## config.mk

```make
export PLATFORM = sky130hd
export DESIGN_NAME = fetch_unit
export DESIGN_NICKNAME = d
export VERILOG_FILES = /design/src/rtl/fetch_unit_pkg.sv /design/src/rtl/fetch_perf_cnt.sv /design/src/rtl/fetch_unit.sv
export SDC_FILE = /design/constraint.sdc
export NUM_CORES = 1
export LEC_CHECK = 0
export CORE_MARGIN = 2
export CORE_UTILIZATION = 30
export DETAILED_ROUTE_END_ITERATION = 16
export PLACE_DENSITY_LB_ADDON = 0.08
export SLEW_MARGIN = 20
export SYNTH_ARGS = -nofsm -noshare
export SYNTH_HDL_FRONTEND = slang
export SYNTH_SLANG_ARGS = --single-unit
export TNS_END_PERCENT = 5
```

## constraint.sdc

```tcl
create_clock -name clk -period 5.7 [get_ports clk]
set_clock_uncertainty 0.2 [all_clocks]
set_input_delay 0.57 -clock clk [delete_from_list [all_inputs] [get_ports clk]]
set_output_delay 0.57 -clock clk [all_outputs]
set_load 0.1 [all_outputs]
```

## src/rtl/fetch_unit_pkg.sv

```systemverilog
// Shared fetch/stall-control definitions: next-PC codes and the bubble instruction.
package fetch_unit_pkg;

  localparam logic [31:0] NOP_INSR_DEFAULT = 32'h0000_0013;  // addi x0,x0,0

  typedef enum logic [1:0] {
    PC_PLUS4 = 2'b00,
    PC_HOLD  = 2'b01,
    PC_JUMP  = 2'b10,
    PC_JALR  = 2'b11
  } pc_ctrl_e;

endpackage

```

## src/rtl/fetch_perf_cnt.sv

```systemverilog
// Saturating performance counter with enable; sticks at all-ones.
module fetch_perf_cnt #(
  parameter int unsigned W = 32
) (
  input  logic         clk,
  input  logic         rst_n,
  input  logic         en,
  output logic [W-1:0] count
);

  always_ff @(posedge clk) begin
    if (!rst_n) begin
      count <= '0;
    end else if (en && (count != {W{1'b1}})) begin
      count <= count + W'(1);
    end
  end

endmodule

```

## src/rtl/fetch_unit.sv

```systemverilog
// IF stage plus IF/ID register: owns the PC, the imem handshake and bubble injection,
// and applies the next-PC / NOP decisions made by the ID-stage stall logic.
module fetch_unit
  import fetch_unit_pkg::*;
#(
  parameter logic [31:0] RESET_PC = 32'h0000_0000,
  parameter logic [31:0] NOP_INSR = NOP_INSR_DEFAULT,
  parameter int unsigned CNT_W    = 32
) (
  input  logic             clk,
  input  logic             rst_n,
  input  logic [1:0]       next_pc_control,
  input  logic             next_nop,
  input  logic             id_is_jalr,
  input  logic [31:0]      branch_target,
  input  logic [31:0]      jalr_target,
  output logic [31:0]      imem_addr,
  output logic             imem_req,
  input  logic [31:0]      imem_rdata,
  input  logic             imem_ready,
  output logic [31:0]      pc_1,
  output logic [31:0]      insr_1,
  output logic             prev_jalr,
  output logic             fetch_stall,
  output logic [CNT_W-1:0] bubble_cnt,
  output logic [CNT_W-1:0] stall_cnt
);

  pc_ctrl_e    ctrl;
  logic [31:0] pc;
  logic [31:0] pc_next;
  logic        redirect;
  logic        nop_path;
  logic        wait_bubble;
  logic        bubble_en;

  assign ctrl        = pc_ctrl_e'(next_pc_control);
  assign imem_req    = rst_n;
  assign imem_addr   = pc;
  assign fetch_stall = imem_req & ~imem_ready;

  // Jump codes without next_nop are illegal; they still take the bubble path.
  assign redirect    = next_pc_control[1];
  assign nop_path    = next_nop | redirect;
  assign wait_bubble = ~nop_path & (ctrl == PC_PLUS4) & fetch_stall;
  assign bubble_en   = nop_path | wait_bubble;

  always_comb begin
    pc_next = pc;
    case (ctrl)
      PC_PLUS4: pc_next = pc + 32'd4;
      PC_HOLD:  pc_next = pc;
      PC_JUMP:  pc_next = branch_target;
      PC_JALR:  pc_next = jalr_target;
      default:  pc_next = pc;
    endcase
  end

  // PC and IF/ID register; redirects abandon any outstanding fetch.
  always_ff @(posedge clk) begin
    if (!rst_n) begin
      pc        <= RESET_PC;
      pc_1      <= '0;
      insr_1    <= NOP_INSR;
      prev_jalr <= 1'b0;
    end else begin
      prev_jalr <= redirect ? 1'b0 : (id_is_jalr & ~prev_jalr);
      if (nop_path) begin
        insr_1 <= NOP_INSR;
        pc_1   <= pc;
        pc     <= pc_next;
      end else if (ctrl == PC_HOLD) begin
        pc <= pc;
      end else if (fetch_stall) begin
        insr_1 <= NOP_INSR;
        pc_1   <= pc;
      end else begin
        insr_1 <= imem_rdata;
        pc_1   <= pc;
        pc     <= pc_next;
      end
    end
  end

  fetch_perf_cnt #(.W(CNT_W)) u_bubble_cnt (
    .clk   (clk),
    .rst_n (rst_n),
    .en    (bubble_en),
    .count (bubble_cnt)
  );

  fetch_perf_cnt #(.W(CNT_W)) u_stall_cnt (
    .clk   (clk),
    .rst_n (rst_n),
    .en    (fetch_stall),
    .count (stall_cnt)
  );

`ifndef SYNTHESIS
  a_no_bare_jump: assert property (@(posedge clk) disable iff (!rst_n)
    !(!next_nop && next_pc_control[1]))
    else $error("jump code without next_nop");
`endif

endmodule

```

==> results of run 1 <==
==> stage by stage <==
stage | hold WS, ns | power, W
2_1_floorplan | 0.485 | 0.00162
3_3_place_gp | 0.209 | 0.00182
3_5_place_dp | 0.215 | 0.00182
4_1_cts | 0.224 | 0.00290
5_1_grt | 0.260 | 0.00298
6_report | 0.225 | 0.00286
==> logic make-up (layout without fill, tap and decap cells) <==
| group | count (synthesis) | in the layout | share of synthesized area (%) |
|---|---|---|---|
| AO/OA/AOI/OAI | 188 | 188 | 16.2 |
| flip-flops | 161 | 161 | 42.6 |
| other | 0 | 1 | 0 |
| AND/OR/NAND/NOR | 378 | 378 | 26.6 |
| adder cells (fa/ha/maj) | 3 | 3 | 0.496 |
| XOR/XNOR | 42 | 42 | 4.86 |
| multiplexers | 45 | 45 | 5.96 |
| buffers and inverters | 61 | 320 | 3.34 |
==> cell usage in the layout (no fill, tap or decap), drive strengths merged, types with 6 or more instances in the layout <==
master / netlist / final
a211oi: 12 / 12
inv: 13 / 16
or3: 19 / 19
and3: 9 / 9
nand4: 34 / 34
o211ai: 6 / 6
buf: 15 / 13
nand3: 33 / 33
nand2: 123 / 123
clkdlybuf4s50: 0 / 262
o31ai: 8 / 8
and4: 9 / 9
nor2: 71 / 71
dfxtp: 161 / 161
a22oi: 29 / 29
mux2i: 44 / 44
o22ai: 9 / 9
and2: 6 / 6
clkbuf: 33 / 19
o21ai: 20 / 20
or4: 15 / 15
xnor2: 28 / 28
a21oi: 69 / 69
o21a: 14 / 14
xor2: 14 / 14
nand2b: 14 / 14
nor3: 12 / 12
o211a: 6 / 6
nor4: 17 / 17
==> worst paths after layout <==
path	from	depth (start not counted)	to	slack, ns
max	imem_ready	4	fetch_stall	1.99
min	prev_jalr$_SDFF_PP0_	1	prev_jalr$_SDFF_PP0_	0.22
max reg2reg	u_stall_cnt.count[0]$_SDFFE_PN0P_	6	u_stall_cnt.count[11]$_SDFFE_PN0P_	3.16
min reg2reg	prev_jalr$_SDFF_PP0_	1	prev_jalr$_SDFF_PP0_	0.22
==> metal layers <==
metal	share of wire [%]	vias up	track usage [%]
met3	6.8	14	5.22
met5	0	-	0
met1	45	3434	24.1
met4	1.2	0	4.10
li1	-	3686	-
met2	47	181	29.3
==> flip-flops by register name, summed over array words and instances, names as in the netlist <==
register / cells
imem_addr: 32
u_bubble_cnt.count: 32
pc_1: 32
u_stall_cnt.count: 32
prev_jalr: 1
insr_1: 32
==> layout make-up <==
| cell class | count | area share, % |
|---|---|---|
| multi-input cells | 656 | 37.2 |
| flip-flops and latches | 161 | 29.2 |
| repair buffers | 275 | 24.6 |
| clock buffers | 19 | 3.92 |
| well taps | 330 | 3.74 |
| clock inverters | 13 | 0.963 |
| inverters | 13 | 0.453 |
| diodes | 1 | 0.0227 |
==> power groups by stage <==
stage	clock (W)	sequential (W)	combinational, W
CTS	0.00110	0.00121	0.000589
global placement	0	0.00123	0.000587
global route	0.00115	0.00121	0.000615
finish	0.00107	0.00121	0.000584
floorplan	0	0.00149	0.000135
detailed placement	0	0.00123	0.000587
==> metrics.csv, run 1 <==
stage;metric;value;unit
run_status;status;finished clean;
clocking;post_cts_resized;0;
detailed_routing;drc_errors;0;
global_route;grt_pass1_vias;6856;
yosys;ys_ff_latch;161;
setup_path;slowest_delay;1.19;ns
detailed_routing;postRouteAntennaNets;0;
clocking;cts_buffers;17;
global_route;grt_max_degree;55;
sta;period_needed;3.71;ns
global_route;grt_overflow_total;0;
cells_and_area;drive_above_1_share;6.42;%
pwr;p_switching;0.000952;W
pwr;clkPwrFrac;37.3;%
setup_path;crit_path_top_delay_cell;clkdlybuf4s50_1;
floorplanning;start_util;30.3;%
placement;dp.cells;1435;
pwr;p_per_area;259;mW/mm^2
detailed_routing;via_per_inst;4.98;
sta;setup_viol;0;
yosys;avgSynthCellArea;8.63;sq um
detailed_routing;wire_per_inst;16.8;microns
clocking;cts.clk_slew.worst_paths;0.06;ns
clocking;clockRootBuffer;clkbuf_16;
yosys;synth_common_cells;dfxtp_1 (161), nand2_1 (123), nor2_1 (70);
sta;worstMarginPinSlew;1.07;ns
floorplanning;die-area;0.0265;sq mm
clocking;clk_latency;0.42;ns
cells_and_area;final_area;0.0110;sq mm
sta;finalCritPeriodShare;65.1;%
sta;rsz0062_at_grt;no;
floorplanning;row_count;58;
detailed_routing;vias;7315;
yosys;synthFlopType;dfxtp_1;
sta;drv_slew;0;
min_path;hp-class;register to register;
sta;fin_ws;1.99;ns
yosys;synth_top_area_share;42.6;%
clocking;clk_path_buf_depth;2;
setup_path;path_max_fanout;11;
yosys;ys_top_cells_by_area;dfxtp_1 (43%), nand2_1 (6.1%), mux2i_1 (5.8%);
job;maxCapViolCount;0;
sta;tns;0;ns
global_route;grt_pass1_wl;38.2;mm
cells_and_area;synthToLayoutAreaGrowth;45.8;%
setup_path;critPathLaunchType;primary input;
pwr;combPwrFrac;20.4;%
cells_and_area;regArea;0.00322;sq mm
detailed_routing;drt_iter0_drc;353;
setup_path;endpoint_kind;output pin;
yosys;yosys.cell_types.count;66;
pwr;seq_power_share;42.2;%
yosys;synth-edff-count;0;
clocking;postCtsSetupBuffers;0;
pwr;swShare;33.3;%
placement;dp_slack;1.96;ns
cells_and_area;fillers;2603;
cells_and_area;finish.net_count;1230;
placement;placed_area;0.0105;sq mm
yosys;yosys.area.top_type;dfxtp_1;
global_route;grt_usage;18.2;%
sta;finalHoldViolCount;0;
clocking;cts.sinks;161;
yosys;yosysSeqAreaShare;42.6;%
yosys;syn_area;0.00757;sq mm
yosys;syn_nets;984;
cells_and_area;multi_input_area;0.00411;sq mm
floorplanning;die_height;163;microns
cells_and_area;fin_cells;1468;
setup_path;cpMostUsedCell;clkdlybuf4s50_1;
setup_path;cp_cell_sequence;clkdlybuf4s50_1 -> nand2b_1 -> inv_1 -> clkdlybuf4s50_1;
setup_path;cp_top_family;buffers and inverters;
cells_and_area;utilization;44.2;%
clocking;htreeDepth;4;
placement;port_buffers;265;
yosys;yosys_warnings;0;
yosys;syn_inst;878;
clocking;cts_hold_buf;0;
setup_path;path_buf_inv;3;
setup_path;required;4.93;ns
setup_path;critPathKind;primary input to output pin;
pwr;leakage;3.88;nW
sta;max_freq;0.270;GHz
placement;dpl.hpwl;17.8;mm
detailed_routing;routed_wl;24.6;mm
yosys;synth.most_common_cell;dfxtp_1;
floorplanning;io_pins;266;
yosys;async_flop_share;0;%
setup_path;worstPathArrival;2.94;ns
floorplanning;coreArea;0.0250;sq mm
detailed_routing;drtPass1Iterations;4;
clocking;cts_tree;built;
pwr;p_int;0.00191;W
sta;max-slew-margin-rel;28.3;%
floorplanning;die_x;163;microns
placement;gp_congestion;0.782;
global_route;antenna_found_initial;1;
pwr;vdd_ir_drop_max;0.192;mV
No activity file was read; power rests on OpenSTA's default activity.
==> inputs of run 2 (changes only) <==
==> constraint.sdc (replaced) <==
create_clock -name clk -period 3.4 [get_ports clk]
set_clock_uncertainty 0.2 [all_clocks]
set_input_delay 0.34 -clock clk [delete_from_list [all_inputs] [get_ports clk]]
set_output_delay 0.34 -clock clk [all_outputs]
set_load 0.1 [all_outputs]
==> run 2 against run 1 <==
Sequential power grew 68%. Combinational power grew 66%. Worst hold slack lost 0.0086 ns. Sequential cell count is the same.
==> metrics.csv, run 2 (synthesized netlist as in run 1, its figures left out) <==
stage;metric;value;unit
setup_path;cp_cell_sequence;clkdlybuf4s50_1;
placement;dpl.hpwl;18.2;mm
cells_and_area;multi_input_area;0.00411;sq mm
detailed_routing;drt_iter0_drc;415;
sta;period_needed;2.61;ns
clocking;clockRootBuffer;clkbuf_16;
cells_and_area;synthToLayoutAreaGrowth;45.4;%
cells_and_area;drive_above_1_share;9.82;%
setup_path;worstPathArrival;2.07;ns
setup_path;path_buf_inv;1;
sta;finalCritPeriodShare;76.9;%
cells_and_area;final_area;0.0110;sq mm
setup_path;r2r_slack;0.89;ns
min_path;hold_depth;1;
pwr;leakage;3.98;nW
sta;worstMarginPinSlew;1.03;ns
sta;setup_viol;0;
cells_and_area;regArea;0.00322;sq mm
clocking;post_cts_resized;0;
sta;rsz0062_at_grt;no;
setup_path;slowest_delay;1.19;ns
detailed_routing;routed_wl;25.0;mm
setup_path;path_max_fanout;7;
setup_path;cp_top_family;buffers and inverters;
sta;max-slew-margin-rel;31.2;%
run_status;status;finished clean;
detailed_routing;wire_per_inst;17.0;microns
floorplanning;coreArea;0.0250;sq mm
detailed_routing;via_per_inst;4.98;
setup_path;crit_path_top_delay_cell;clkdlybuf4s50_1;
placement;port_buffers;265;
detailed_routing;drtPass1Iterations;5;
sta;finalHoldViolCount;0;
clocking;cts_buffers;17;
pwr;vdd_ir_drop_max;0.235;mV
global_route;use_met2;30.1;%
sta;tns;0;ns
floorplanning;die_x;163;microns
floorplanning;io_pins;266;
clocking;cts.clk_slew.worst_paths;0.07;ns
setup_path;rr_worst_depth;6;
cells_and_area;finish.net_count;1233;
clocking;cts_hold_buf;0;
pwr;p_per_area;441;mW/mm^2
clocking;cts_tree;built;
global_route;grt_usage;18.6;%
global_route;antenna_found_initial;1;
setup_path;endpoint_kind;output pin;
clocking;clk_path_buf_depth;2;
floorplanning;start_util;30.3;%
global_route;grt_pass1_vias;6975;
global_route;grt_pass1_wl;39.0;mm
detailed_routing;postRouteAntennaNets;0;
cells_and_area;final_cell_mix;clkdlybuf4s50_1 (226), dfxtp_1 (161), nand2_1 (123);
cells_and_area;fillers;2587;
cells_and_area;layout.cells.most_common;clkdlybuf4s50_1;
clocking;postCtsSetupBuffers;0;
min_path;hp-class;register to register;
detailed_routing;drc_errors;0;
floorplanning;row_count;58;
global_route;grt_overflow_total;0;
clocking;htreeDepth;4;
global_route;busiest_layer;met2;
detailed_routing;vias;7323;
placement;gp_congestion;0.749;
clocking;cts.sinks;161;
floorplanning;die_height;163;microns
sta;max_freq;0.383;GHz
clocking;clk_latency;0.42;ns
global_route;grtUsageMet1;24.8;%
setup_path;critical_path_depth;1;
global_route;grt_max_degree;58;
setup_path;critPathKind;register to output pin;
job;maxCapViolCount;0;
sta;drv_slew;0;
setup_path;required;2.86;ns
floorplanning;die-area;0.0265;sq mm
setup_path;critPathLaunchType;register;
global_route;grt.met3_usage;5.07;%
placement;placed_area;0.0104;sq mm
==> run 2: metal layers <==
layer / vias up / wire length (microns)
li1: 3692 / -
met5: - / 0
met2: 200 / 11700
met1: 3418 / 11600
met3: 13 / 1460
met4: 0 / 256
==> run 2: final timing paths <==
path / from / to
worst max-delay path: u_stall_cnt.count[24]$_SDFFE_PN0P_ / stall_cnt[24]
worst min-delay path: prev_jalr$_SDFF_PP0_ / prev_jalr$_SDFF_PP0_
worst max register to register: u_stall_cnt.count[0]$_SDFFE_PN0P_ / u_stall_cnt.count[11]$_SDFFE_PN0P_
worst min register to register: prev_jalr$_SDFF_PP0_ / prev_jalr$_SDFF_PP0_
==> run 2: final cells by class <==
class | instances | area share (%)
clock buffers | 19 | 3.93
inverters | 13 | 0.454
repair buffers | 278 | 24.1
flip-flops and latches | 161 | 29.3
well taps | 330 | 3.75
diodes | 1 | 0.0227
multi-input cells | 656 | 37.3
clock inverters | 13 | 1.19
==> run 2: where the power goes <==
part           total (W)  switching [W]  internal (W)
sequential       0.00203      0.0000779       0.00195
clock            0.00186       0.000834       0.00102
combinational   0.000972       0.000678      0.000294
total            0.00486        0.00159       0.00327
==> run 2: worst reg2reg max path, delay by kind of cell (launching register included) <==
family | cells | cell delay, ns
AO/OA/AOI/OAI | 1 | 0.26
flip-flops | 1 | 0.42
AND/OR/NAND/NOR | 3 | 1.16
adder cells (fa/ha/maj) | 1 | 0.25
multiplexers | 1 | 0.11
==> run 2: through the flow <==
stage / setup WS (ns) / cells / total power, W / hold WS [ns] / util (%)
2_1_floorplan: 0.412 / 878 / 0.00272 / 0.255 / -
3_3_place_gp: 0.680 / 1438 / 0.00305 / 0.206 / 41.9
3_5_place_dp: 0.615 / 1438 / 0.00305 / 0.217 / 41.9
4_1_cts: 0.764 / 1470 / 0.00493 / 0.204 / 44.1
5_1_grt: 0.692 / 1471 / 0.00506 / 0.219 / 44.1
6_report: 0.786 / 1471 / 0.00486 / 0.216 / 44.1
==> inputs of run 3 (changes only) <==
==> constraint.sdc (replaced) <==
create_clock -name clk -period 2.2 [get_ports clk]
set_clock_uncertainty 0.2 [all_clocks]
set_input_delay 0.22 -clock clk [delete_from_list [all_inputs] [get_ports clk]]
set_output_delay 0.22 -clock clk [all_outputs]
set_load 0.1 [all_outputs]
==> run 3 against run 2 <==
Core utilization up 2.5 points. First-iteration DRC count down 3.4%. Total power is 55% higher. Non-clock buffer count increased by 80.
==> metrics.csv, run 3 (synthesized netlist as in run 1, its figures left out) <==
stage;metric;value;unit
floorplanning;start_util;30.3;%
setup_path;critPathKind;register to register;
setup_path;required;2.35;ns
floorplanning;die-area;0.0265;sq mm
setup_path;endpoint_kind;register;
clocking;cts.sinks;161;
detailed_routing;drc_errors;0;
global_route;antenna_found_initial;0;
cells_and_area;antennaDiodeCount;0;
sta;drv_slew;0;
clocking;clk_path_buf_depth;2;
floorplanning;die_height;163;microns
detailed_routing;via_per_inst;4.92;
pwr;power.total;0.00754;W
min_path;hp-class;primary input to register;
run_status;status;finished clean;
cells_and_area;fin_cells;1550;
detailed_routing;drt_iter0_drc;401;
clocking;cts_tree;built;
cells_and_area;finish.net_count;1313;
clocking;cts.clk_slew.worst_paths;0.07;ns
placement;dpl.hpwl;18.5;mm
placement;port_buffers;265;
cells_and_area;final_cell_mix;buf_4 (250), nand2_1 (123), clkdlybuf4s50_1 (99);
detailed_routing;wire_per_inst;16.2;microns
pwr;leakage;4.71;nW
clocking;clockRootBuffer;clkbuf_16;
clocking;htreeDepth;4;
job;maxCapViolCount;0;
cells_and_area;fillers;2500;
floorplanning;io_pins;266;
detailed_routing;postRouteAntennaNets;0;
sta;worstMarginPinSlew;0.568;ns
setup_path;crit_path_top_delay_cell;a2111o_2;
clocking;cts_hold_buf;0;
clocking;clk_latency;0.43;ns
sta;max_freq;0.464;GHz
clocking;cts_buffers;17;
placement;gp_congestion;0.739;
setup_path;cp_cell_sequence;ha_2 -> and4_1 -> a2111o_2 -> or4_1 -> a21oi_1;
detailed_routing;vias;7626;
pwr;p_per_area;647;mW/mm^2
global_route;grt_pass1_vias;7306;
sta;period_needed;2.16;ns
global_route;grt_max_degree;56;
setup_path;critPathLaunchType;register;
floorplanning;row_count;58;
floorplanning;coreArea;0.0250;sq mm
cells_and_area;regArea;0.00345;sq mm
global_route;grt_usage;18.6;%
global_route;grt_overflow_total;0;
sta;finalHoldViolCount;0;
sta;max-slew-margin-rel;62.1;%
setup_path;slowest_delay;0.56;ns
sta;finalCritPeriodShare;98.0;%
setup_path;path_max_fanout;13;
cells_and_area;synthToLayoutAreaGrowth;53.8;%
floorplanning;die_x;163;microns
placement;dp.cells;1518;
detailed_routing;drtPass1Iterations;5;
sta;rsz0062_at_grt;yes;
detailed_routing;routed_wl;25.1;mm
cells_and_area;multi_input_area;0.00417;sq mm
cells_and_area;layout.cells.most_common;buf_4;
sta;setup_viol;0;
setup_path;worstPathArrival;2.31;ns
pwr;vdd_ir_drop_max;0.324;mV
global_route;grt_pass1_wl;39.1;mm
cells_and_area;drive_above_1_share;34.5;%
clocking;postCtsSetupBuffers;0;
run 3: timing repair:
item,CTS,global route
gates resized for setup,1,10
pin swaps,0,6
endpoints found under the setup margin,1,23
run 3: through the flow:
stage	setup WS (ns)	area, sq um	setup TNS, ns	utilization (%)	hold slack, ns
final	0.0436	11700	0	46.7	0.0297
after global routing	-0.0306	11700	-0.112	46.7	0.0259
after CTS	0.0104	11600	0	46.5	0.0225
after detailed placement	-0.285	11000	-5.79	44.2	0.220
after global placement	-0.217	11000	-4.46	44.2	0.211
after floorplan	-0.168	7820	-4.91	-	0.135
run 3: area by class of cell:
cell class	count	area share, %
inverters	13	0.430
clock inverters	13	1.01
flip-flops and latches	161	29.6
repair buffers	358	25.8
well taps	330	3.54
multi-input cells	656	35.8
clock buffers	19	3.80
run 3: worst max-delay path, delay by kind of cell (launching register included):
kind                     cells  cell delay [ns]
AND/OR/NAND/NOR              2             0.66
AO/OA/AOI/OAI                2             0.70
flip-flops                   1             0.34
adder cells (fa/ha/maj)      1             0.19
run 3: routing by layer:
metal  part of all wire [%]  track usage (%)  vias to the layer above
met5                      0                0                        -
met4                    1.7             5.99                        0
met3                    5.5             4.41                       25
met2                     48             30.8                      195
met1                     45             23.8                     3553
li1                       -                -                     3853
run 3: where the power goes:
part           switching (W)  internal [W]
combinational        0.00109      0.000503
clock                0.00136       0.00152
sequential         0.0000917       0.00297
total                0.00254       0.00499
run 3: worst paths after layout:
path / from / slack [ns] / to / depth (start not counted)
worst min-delay path: rst_n / 0.03 / imem_addr[6]$_SDFFE_PN0P_ / 3
worst max register to register: u_bubble_cnt.count[0]$_SDFFE_PN0P_ / 0.04 / u_bubble_cnt.count[31]$_SDFFE_PN0P_ / 5
worst max-delay path: u_bubble_cnt.count[0]$_SDFFE_PN0P_ / 0.04 / u_bubble_cnt.count[31]$_SDFFE_PN0P_ / 5
worst min register to register: prev_jalr$_SDFF_PP0_ / 0.23 / prev_jalr$_SDFF_PP0_ / 1
